===== src/rtl/if_fetch_unit_if.sv =====
// if_fetch_unit_if: instruction-memory handshake plus IF/ID slot and pipeline control signals.
interface if_fetch_unit_if;
   logic        freeze;
   logic        branch_taken;
   logic [31:0] branch_addr;
   logic        mem_req;
   logic [31:0] mem_addr;
   logic        mem_ready;
   logic [31:0] mem_rdata;
   logic [31:0] PC;
   logic [31:0] Instruction;
   logic        valid;
   modport master (
      input  freeze, branch_taken, branch_addr, mem_ready, mem_rdata,
      output mem_req, mem_addr, PC, Instruction, valid
   );
   modport slave (
      output freeze, branch_taken, branch_addr, mem_ready, mem_rdata,
      input  mem_req, mem_addr, PC, Instruction, valid
   );
endinterface


===== src/rtl/if_fetch_unit.sv =====
// if_fetch_unit: program counter, req/ready instruction fetch and one-entry IF/ID output slot
// with freeze stall and branch redirect that discards wrong-path fetches.
module if_fetch_unit #(
   parameter logic [31:0] RESET_PC = 32'h0000_0000
) (
   input logic            clk,
   input logic            rst,
   if_fetch_unit_if.master bus
);
   typedef enum logic [1:0] {IDLE, BUSY, FLUSH} state_t;
   state_t      r_state;
   logic [31:0] r_pc, r_req_addr, r_pc_out, r_instr;
   logic        r_valid;
   logic        w_can_issue, w_req, w_load, w_hold;
   logic [31:0] w_next;
   assign w_can_issue = !r_valid || !bus.freeze;
   // Request is gated by reset so it drops immediately even mid-transaction.
   assign w_req  = rst && (r_state == IDLE ? (w_can_issue && !bus.branch_taken) : 1'b1);
   assign w_next = (r_state == IDLE ? r_pc : r_req_addr) + 32'd4;
   assign w_load = w_req && bus.mem_ready && r_state != FLUSH && !bus.branch_taken;
   assign w_hold = r_valid && bus.freeze && !bus.branch_taken;
   assign bus.mem_req     = w_req;
   assign bus.mem_addr    = r_state == IDLE ? r_pc : r_req_addr;
   assign bus.PC          = r_pc_out;
   assign bus.Instruction = r_instr;
   assign bus.valid       = r_valid;
   always_ff @(posedge clk or negedge rst) begin
      if (!rst) begin
         r_state    <= IDLE;
         r_pc       <= RESET_PC;
         r_req_addr <= '0;
         r_pc_out   <= '0;
         r_instr    <= '0;
         r_valid    <= 1'b0;
      end else begin
         r_valid  <= w_load || w_hold;
         r_pc_out <= w_load ? w_next : w_hold ? r_pc_out : '0;
         r_instr  <= w_load ? bus.mem_rdata : w_hold ? r_instr : '0;
         r_pc     <= bus.branch_taken ? bus.branch_addr : w_load ? w_next : r_pc;
         if (r_state == IDLE && w_req && !bus.mem_ready)
            r_req_addr <= r_pc;
         r_state <= r_state == IDLE ? ((w_req && !bus.mem_ready) ? BUSY : IDLE) :
                    r_state == BUSY ? (bus.mem_ready ? IDLE : bus.branch_taken ? FLUSH : BUSY) :
                    (bus.mem_ready ? IDLE : FLUSH);
      end
   end
endmodule


===== src/flat_wrapper.sv =====
// flat-port wrapper written by rule: the top's interface ports become plain ports
module if_fetch_unit_flat 
#(
   parameter logic [31:0] RESET_PC = 32'h0000_0000
)
  (clk, rst, bus_freeze, bus_branch_taken, bus_branch_addr, bus_mem_ready, bus_mem_rdata, bus_mem_req, bus_mem_addr, bus_PC, bus_Instruction, bus_valid);
  if_fetch_unit_if bus_i ();
  input logic clk;
  input logic rst;
  input wire logic [$bits(bus_i.freeze)-1:0] bus_freeze;
  input wire logic [$bits(bus_i.branch_taken)-1:0] bus_branch_taken;
  input wire logic [$bits(bus_i.branch_addr)-1:0] bus_branch_addr;
  input wire logic [$bits(bus_i.mem_ready)-1:0] bus_mem_ready;
  input wire logic [$bits(bus_i.mem_rdata)-1:0] bus_mem_rdata;
  output wire logic [$bits(bus_i.mem_req)-1:0] bus_mem_req;
  output wire logic [$bits(bus_i.mem_addr)-1:0] bus_mem_addr;
  output wire logic [$bits(bus_i.PC)-1:0] bus_PC;
  output wire logic [$bits(bus_i.Instruction)-1:0] bus_Instruction;
  output wire logic [$bits(bus_i.valid)-1:0] bus_valid;
  assign bus_i.freeze = bus_freeze;
  assign bus_i.branch_taken = bus_branch_taken;
  assign bus_i.branch_addr = bus_branch_addr;
  assign bus_i.mem_ready = bus_mem_ready;
  assign bus_i.mem_rdata = bus_mem_rdata;
  assign bus_mem_req = bus_i.mem_req;
  assign bus_mem_addr = bus_i.mem_addr;
  assign bus_PC = bus_i.PC;
  assign bus_Instruction = bus_i.Instruction;
  assign bus_valid = bus_i.valid;
  if_fetch_unit #(.RESET_PC(RESET_PC)) u_core (.clk(clk), .rst(rst), .bus(bus_i));
endmodule

===== config.mk =====
export PLATFORM = sky130hd
export DESIGN_NAME = if_fetch_unit_flat
export DESIGN_NICKNAME = d
export VERILOG_FILES = /design/src/rtl/if_fetch_unit_if.sv /design/src/rtl/if_fetch_unit.sv /design/src/flat_wrapper.sv
export SDC_FILE = /design/constraint.sdc
export NUM_CORES = 1
export LEC_CHECK = 0
export BUFFER_PORTS_ARGS = -buffer_cell sky130_fd_sc_hd__buf_2
export CELL_PAD_IN_SITES_DETAIL_PLACEMENT = 1
export CELL_PAD_IN_SITES_GLOBAL_PLACEMENT = 2
export CORE_ASPECT_RATIO = 0.5
export CORE_MARGIN = 3
export CORE_UTILIZATION = 30
export DETAILED_ROUTE_END_ITERATION = 10
export HOLD_SLACK_MARGIN = 0.03
export PLACE_DENSITY = 0.82
export SETUP_SLACK_MARGIN = 0.2
export SLEW_MARGIN = 5
export SYNTH_ARGS = -nofsm -noshare
export SYNTH_HDL_FRONTEND = slang
export SYNTH_SLANG_ARGS = --single-unit

===== constraint.sdc =====
create_clock -name clk -period 3.1 [get_ports clk]
set_input_delay 0.155 -clock clk [delete_from_list [all_inputs] [get_ports clk]]
set_output_delay 0.155 -clock clk [all_outputs]
set_load 0.02 [all_outputs]

### Word level (Yosys, flattened, before mapping)

Cells that the tools add are included.

| storage, ports and cells | value |
|---|---|
| bits in registers | 131 |
| bits in latches | 0 |
| memory bits (writable) | 0 |
| memory bits (read-only) | 0 |
| input port bits | 69 |
| output and inout bits | 98 |
| memories | 0 |

| cells by class | value |
|---|---|
| add/subtract/negate cells | 1 |
| $mul | 0 |
| divide/modulo/power cells | 0 |
| order comparisons | 0 |
| equal/unequal tests | 3 |
| shift-type cells | 0 |
| multiplexer cells | 13 |
| bitwise logic cells | 0 |
| reduce and logical (&&, ||, !) cells | 18 |

Operator list:

| cell | count |
|---|---|
| $mux 32 | 6 |
| $add 32x3->32 const B | 1 |
| $logic_and 1x1->1 | 10 |
| $mux 2 | 5 |
| $logic_not 1->1 | 4 |
| $eq 2x1->1 const B | 1 |
| $logic_not 2->1 | 1 |
| $logic_or 1x1->1 | 2 |
| $mux 1 | 2 |
| $ne 2x1->1 const B | 1 |
| $ne 2x2->1 const B | 1 |
| $reduce_bool 2->1 | 1 |

### Longest topological paths before layout

| depth | value |
|---|---|
| depth after elaboration | 10 |
| gate-level depth with buffers | 13 |
| mapped depth without buffers | 10 |

### Worst setup path before layout

OpenSTA, ideal clock, no wires.

| timing path | value |
|---|---|
| kind | reg2reg |
| start | reg u_core.r_state[0] |
| end | reg u_core.r_pc[28] |
| arrival | 2.970 ns |
| path slack | -0.009 ns |
| stages on the path, launching flop included | 14 |
| path buffers | 3 |
| clock period less this slack | 3.109 ns |
| cell sequence | dfrtp_1 > buf_2 > buf_2 > nor2_1 > buf_2 > mux2i_1 > inv_1 > ha_1 > nand3_1 > o22ai_2 > nand4_2 > nor4_2 > xnor2_1 > o221ai_2 |

RTL lines:

| element | line | text |
|---|---|---|
| start: declaration | if_fetch_unit.sv:11 | `state_t r_state;` |
| start signal: assignment | if_fetch_unit.sv:42 | `r_state <= r_state == IDLE ? ((w_req && !bus.mem_ready) ? BUSY : IDLE) :` |
| $logic_not 2->1 | n/a |  |
| $mux 32 | n/a |  |
| named net bus_mem_addr[2] | flat_wrapper.sv:16 | `output wire logic [$bits(bus_i.mem_addr)-1:0] bus_mem_addr;` |
| $add 32x3->32 | if_fetch_unit.sv:19 | `assign w_next = (r_state == IDLE ? r_pc : r_req_addr) + 32'd4;` |
| $mux 32 (2 in series) | if_fetch_unit.sv:39 | `r_pc <= bus.branch_taken ? bus.branch_addr : w_load ? w_next : r_pc;` |
| end signal: assignment | if_fetch_unit.sv:39 |  |
| end: declaration | if_fetch_unit.sv:12 | `logic [31:0] r_pc, r_req_addr, r_pc_out, r_instr;` |

The timed path passes the listed nets, and every way through them passes these cells. The select of a mux whose other input is x is not followed.
A chain may end at the register's enable or synchronous reset.

### Worst setup path in the final report

| timing path | value |
|---|---|
| start | reg u_core.r_state[1] |
| end | reg u_core.r_pc[28] |

| between the ends | value |
|---|---|
| word-level cells in the longest chain between the ends | 7 |

RTL lines:

| element |
|---|
| branches (longest 7 deep; another with $add 32x3->32) |

Several ways; the timed one is not identified. The select of a mux whose other input is x is not followed.

==> metrics.log <==
[metrics] outcome: complete, no violations
[metrics] aggregate global-route resource usage: 18.9%
[metrics] sequential share of the synthesized area: 50.5%
[metrics] gate count after technology mapping: 634
[metrics] antenna violations before repair: 0
[metrics] number of search-and-repair iterations in the first detailed-routing pass: 4
[metrics] time the worst path needs with I/O delays and setup: 2.67 ns
[metrics] final design instance area without fill: 8960 sq um
[metrics] # Max-Cap Violations: 0
[metrics] final net count: 932
[metrics] boundary pin count: 167
[metrics] antenna cells: 0
[metrics] clock latency on the worst-skew pair: 0.43 ns
[metrics] most used flip-flop cell after synthesis: sky130_fd_sc_hd__dfrtp_1
[metrics] Hold Vio Cnt, Final: 0
[metrics] total area of multi-input combinational cells: 3030 sq um
[metrics] 1st-iter DRT viols: 392
[metrics] critical path class: reg -> reg
[metrics] commonest cells after routing, fill and taps aside: sky130_fd_sc_hd__buf_2, sky130_fd_sc_hd__nand2_1, sky130_fd_sc_hd__dfrtp_1
[metrics] Port Buf Inserts: 166
[metrics] area of placed instances: 7700 sq um
[metrics] Power Dens Cells: 588 nW/um^2
[metrics] setup-violating endpoint count in the final report: 0
[metrics] commonest non-fill, non-tap cell in the layout: sky130_fd_sc_hd__buf_2
[metrics] Slowest-stage cell, CP: sky130_fd_sc_hd__dfrtp_1
[metrics] post-route worst setup slack: 0.426 ns
[metrics] count of pins over their slew limit: 0
[metrics] worst-case register-to-register setup slack: 0.43 ns
[metrics] WL/cell: 18.9 microns
[metrics] synth-to-layout area growth: 38.0%
[metrics] crit share post-route: 86.2%
[metrics] largest net degree at the start of global routing: 129
[metrics] wire length of the first global-routing pass: 35000 microns
[metrics] Critical Path RT: 3.37 ns
[metrics] Clock transition at path regs: 0.06 ns
[metrics] detailed-route via count: 5778
[metrics] crit-path max FO: 9
[metrics] TritonCTS clock tree: yes
[metrics] source of the worst register-to-register timing path: u_core.r_state[1]
[metrics] switching share of power: 30.6%
[metrics] buffers and inverters on the worst path: 0
[metrics] largest clock skew in the final design: 0.0110 ns
[metrics] Internal Pwr Total: 3.66 mW
[metrics] Yosys warning total: 0
[metrics] Critical Path Most Common Cell: sky130_fd_sc_hd__nand2_1
[metrics] die outline width: 214 microns
[metrics] synthesized cell area: 6500 sq um
[metrics] buffer type at the clock tree root: sky130_fd_sc_hd__clkbuf_16
[metrics] number of buffers inserted during clock tree synthesis: 17
[metrics] clock network power share: 37.7%
[metrics] maximum level of the CTS H-tree: 4
[metrics] Post-Place Worst Slack: 0.338 ns
[metrics] relative slew slack: 45.0%
[metrics] Final TNS setup: 0 ns
[metrics] Worst Tran Pin Value: 0.825 ns
[metrics] kind of capture point of the worst setup path: flop
[metrics] Core ar.: 20900 sq um
[metrics] top cell family by delay on the critical path: simple AND/OR/NAND/NOR gates
[metrics] count of unique library cells instantiated by Yosys: 60
[metrics] global placement routability congestion: 0.777
[metrics] remaining number of nets flagged by the antenna check after routing: 0
[metrics] data arrival time at the worst-slack endpoint: 2.95 ns
[metrics] count of flip-flops with a built-in enable after synthesis: 0
[metrics] share of async-settable or async-resettable flops after synthesis: 100%
[metrics] Synth Register Bits: 131
[metrics] worst-case clock buffer depth: 2
[metrics] HPWL after detailed placement: 14500 microns
[metrics] clock net sink count: 131
[metrics] sequential fraction of design power: 40.9%
[metrics] via count of the first global-routing pass: 6068
[metrics] achievable clock frequency: 374 MHz
[metrics] total area of sequential cells: 3280 sq um
[metrics] Final Routed Wirelength: 22100 microns
[metrics] delay of the slowest cell on the worst path: 0.43 ns
[metrics] mean number of vias per cell: 4.96
[metrics] class of the most critical hold timing path: in -> reg
[metrics] synthesized area per cell: 10.2 sq um
[metrics] initial cell density of the core: 31.1%
[metrics] placement row count: 37
[metrics] height of the chip: 110 microns
[metrics] crit path cell chain: or2_1, nand2_1, nand2_1, ha_1, nand3_1, o22ai_4, nand4_2, nor4_2, xnor2_1, o221ai_2
[metrics] r2r worst-path depth: 10
[metrics] number of cells on the worst hold path: 3
[metrics] Net Count, Synth: 704
[metrics] worst voltage drop across the vdd grid: 0.000420 V
[metrics] R2R Path End: u_core.r_pc[28]
[metrics] Critical Path Source Type: flop
[metrics] Static Leak: 4.36 nW
[metrics] area of the die: 23600 sq um
[metrics] FILL cells: 2382
[metrics] setup repair after global routing missed its margin: yes
[metrics] fraction of final layout cells with drive strength greater than 1: 30.2%
[metrics] Endpoint, Worst Hold: u_core.bus.valid
[metrics] # DRC: 0
[metrics] Min-Delay Startpoint: bus_freeze
[metrics] global route overflow: 0
[metrics] Net Switching: 1.61 mW
[metrics] share of total power in combinational logic: 21.4%
==> Yosys cell counts (all sizes together) (9+ instances only) <==
library cell | count | area (sq um)
a22o | 39 | 342
o21ai | 41 | 205
nor2 | 14 | 52.6
o221ai | 11 | 109
xnor2 | 17 | 149
mux2i | 16 | 160
nand3 | 9 | 45.0
buf | 16 | 100
inv | 12 | 45.0
nand2 | 151 | 567
o211ai | 22 | 170
nand4bb | 12 | 140
dfrtp | 131 | 3280
a21oi | 13 | 65.1
clkbuf | 28 | 105
mux2 | 33 | 372
==> registers in the layout, summed over array words and instances, names as in the netlist <==
name	count
u_core.r_state	2
u_core.bus.PC	32
u_core.bus.Instruction	32
u_core.r_req_addr	32
u_core.bus.valid	1
u_core.r_pc	32
==> cell families after synthesis <==
group,Yosys count,synth area share [%]
fa+ha+maj,1,0.193
mux,49,8.19
buf+inv,56,3.85
simple gates,227,17.3
compound gates,145,16.6
xor+xnor,25,3.37
flops,131,50.5
==> tightest hold or removal path, stage by stage <==
cell	delay, ns
sky130_fd_sc_hd__buf_2	0.10
sky130_fd_sc_hd__nand2_1	0.13
sky130_fd_sc_hd__a21oi_1	0.09
==> final cells by class <==
type | instances | share of cell area, %
clock buffers | 25 | 5.53
clock inverters | 5 | 0.838
inverters | 12 | 0.503
multi-input cells | 448 | 33.8
flip-flops and latches | 131 | 36.6
well taps | 292 | 4.08
repair buffers | 252 | 18.7
==> routing by layer <==
layer | wire length, microns | track usage (%) | vias up
li1 | - | - | 2723
met1 | 10900 | 25.9 | 2914
met2 | 10100 | 30.7 | 115
met3 | 722 | 3.50 | 26
met4 | 346 | 6.50 | 0
met5 | 0 | 0 | -
==> worst max path at each step <==
stage / startpoint / to / depth (start not counted)
6_report: u_core.r_state[1] / u_core.r_pc[28] / 10
4_1_cts: u_core.r_state[1] / u_core.r_pc[28] / 10
3_5_place_dp: u_core.r_state[1] / u_core.r_pc[30] / 10
5_1_grt: u_core.r_state[0] / u_core.r_pc[28] / 10
2_1_floorplan: u_core.r_state[1] / u_core.r_pc[28] / 13
3_3_place_gp: u_core.r_state[1] / u_core.r_pc[28] / 10
==> repair_timing <==
action                     in CTS  in global routing
hold endpoints to repair      197                  0
setup endpoints to repair       0                 17
buffers inserted                0                  2
gates resized for setup         0                  1
hold buffers                   66                  0
==> power groups by stage <==
stage	combinational [mW]	sequential [mW]	clock, mW
after floorplan	0.687	2.12	0
after global routing	1.24	2.19	2.11
after detailed placement	1.07	2.17	0
after global placement	1.04	2.16	0
final	1.13	2.16	1.99
after CTS	1.14	2.15	2.04
==> per-stage QoR <==
step | hold slack, ns | instances | utilization (%) | power [mW]
after floorplan | -0.141 | 634 | - | 2.81
after global placement | -0.0238 | 1066 | 36.9 | 3.21
after detailed placement | -0.0204 | 1066 | 36.9 | 3.25
after CTS | 0.0826 | 1162 | 42.8 | 5.33
after global routing | 0.106 | 1165 | 42.9 | 5.54
final | 0.0984 | 1165 | 42.9 | 5.27
(Power assumes the default switching activity.)
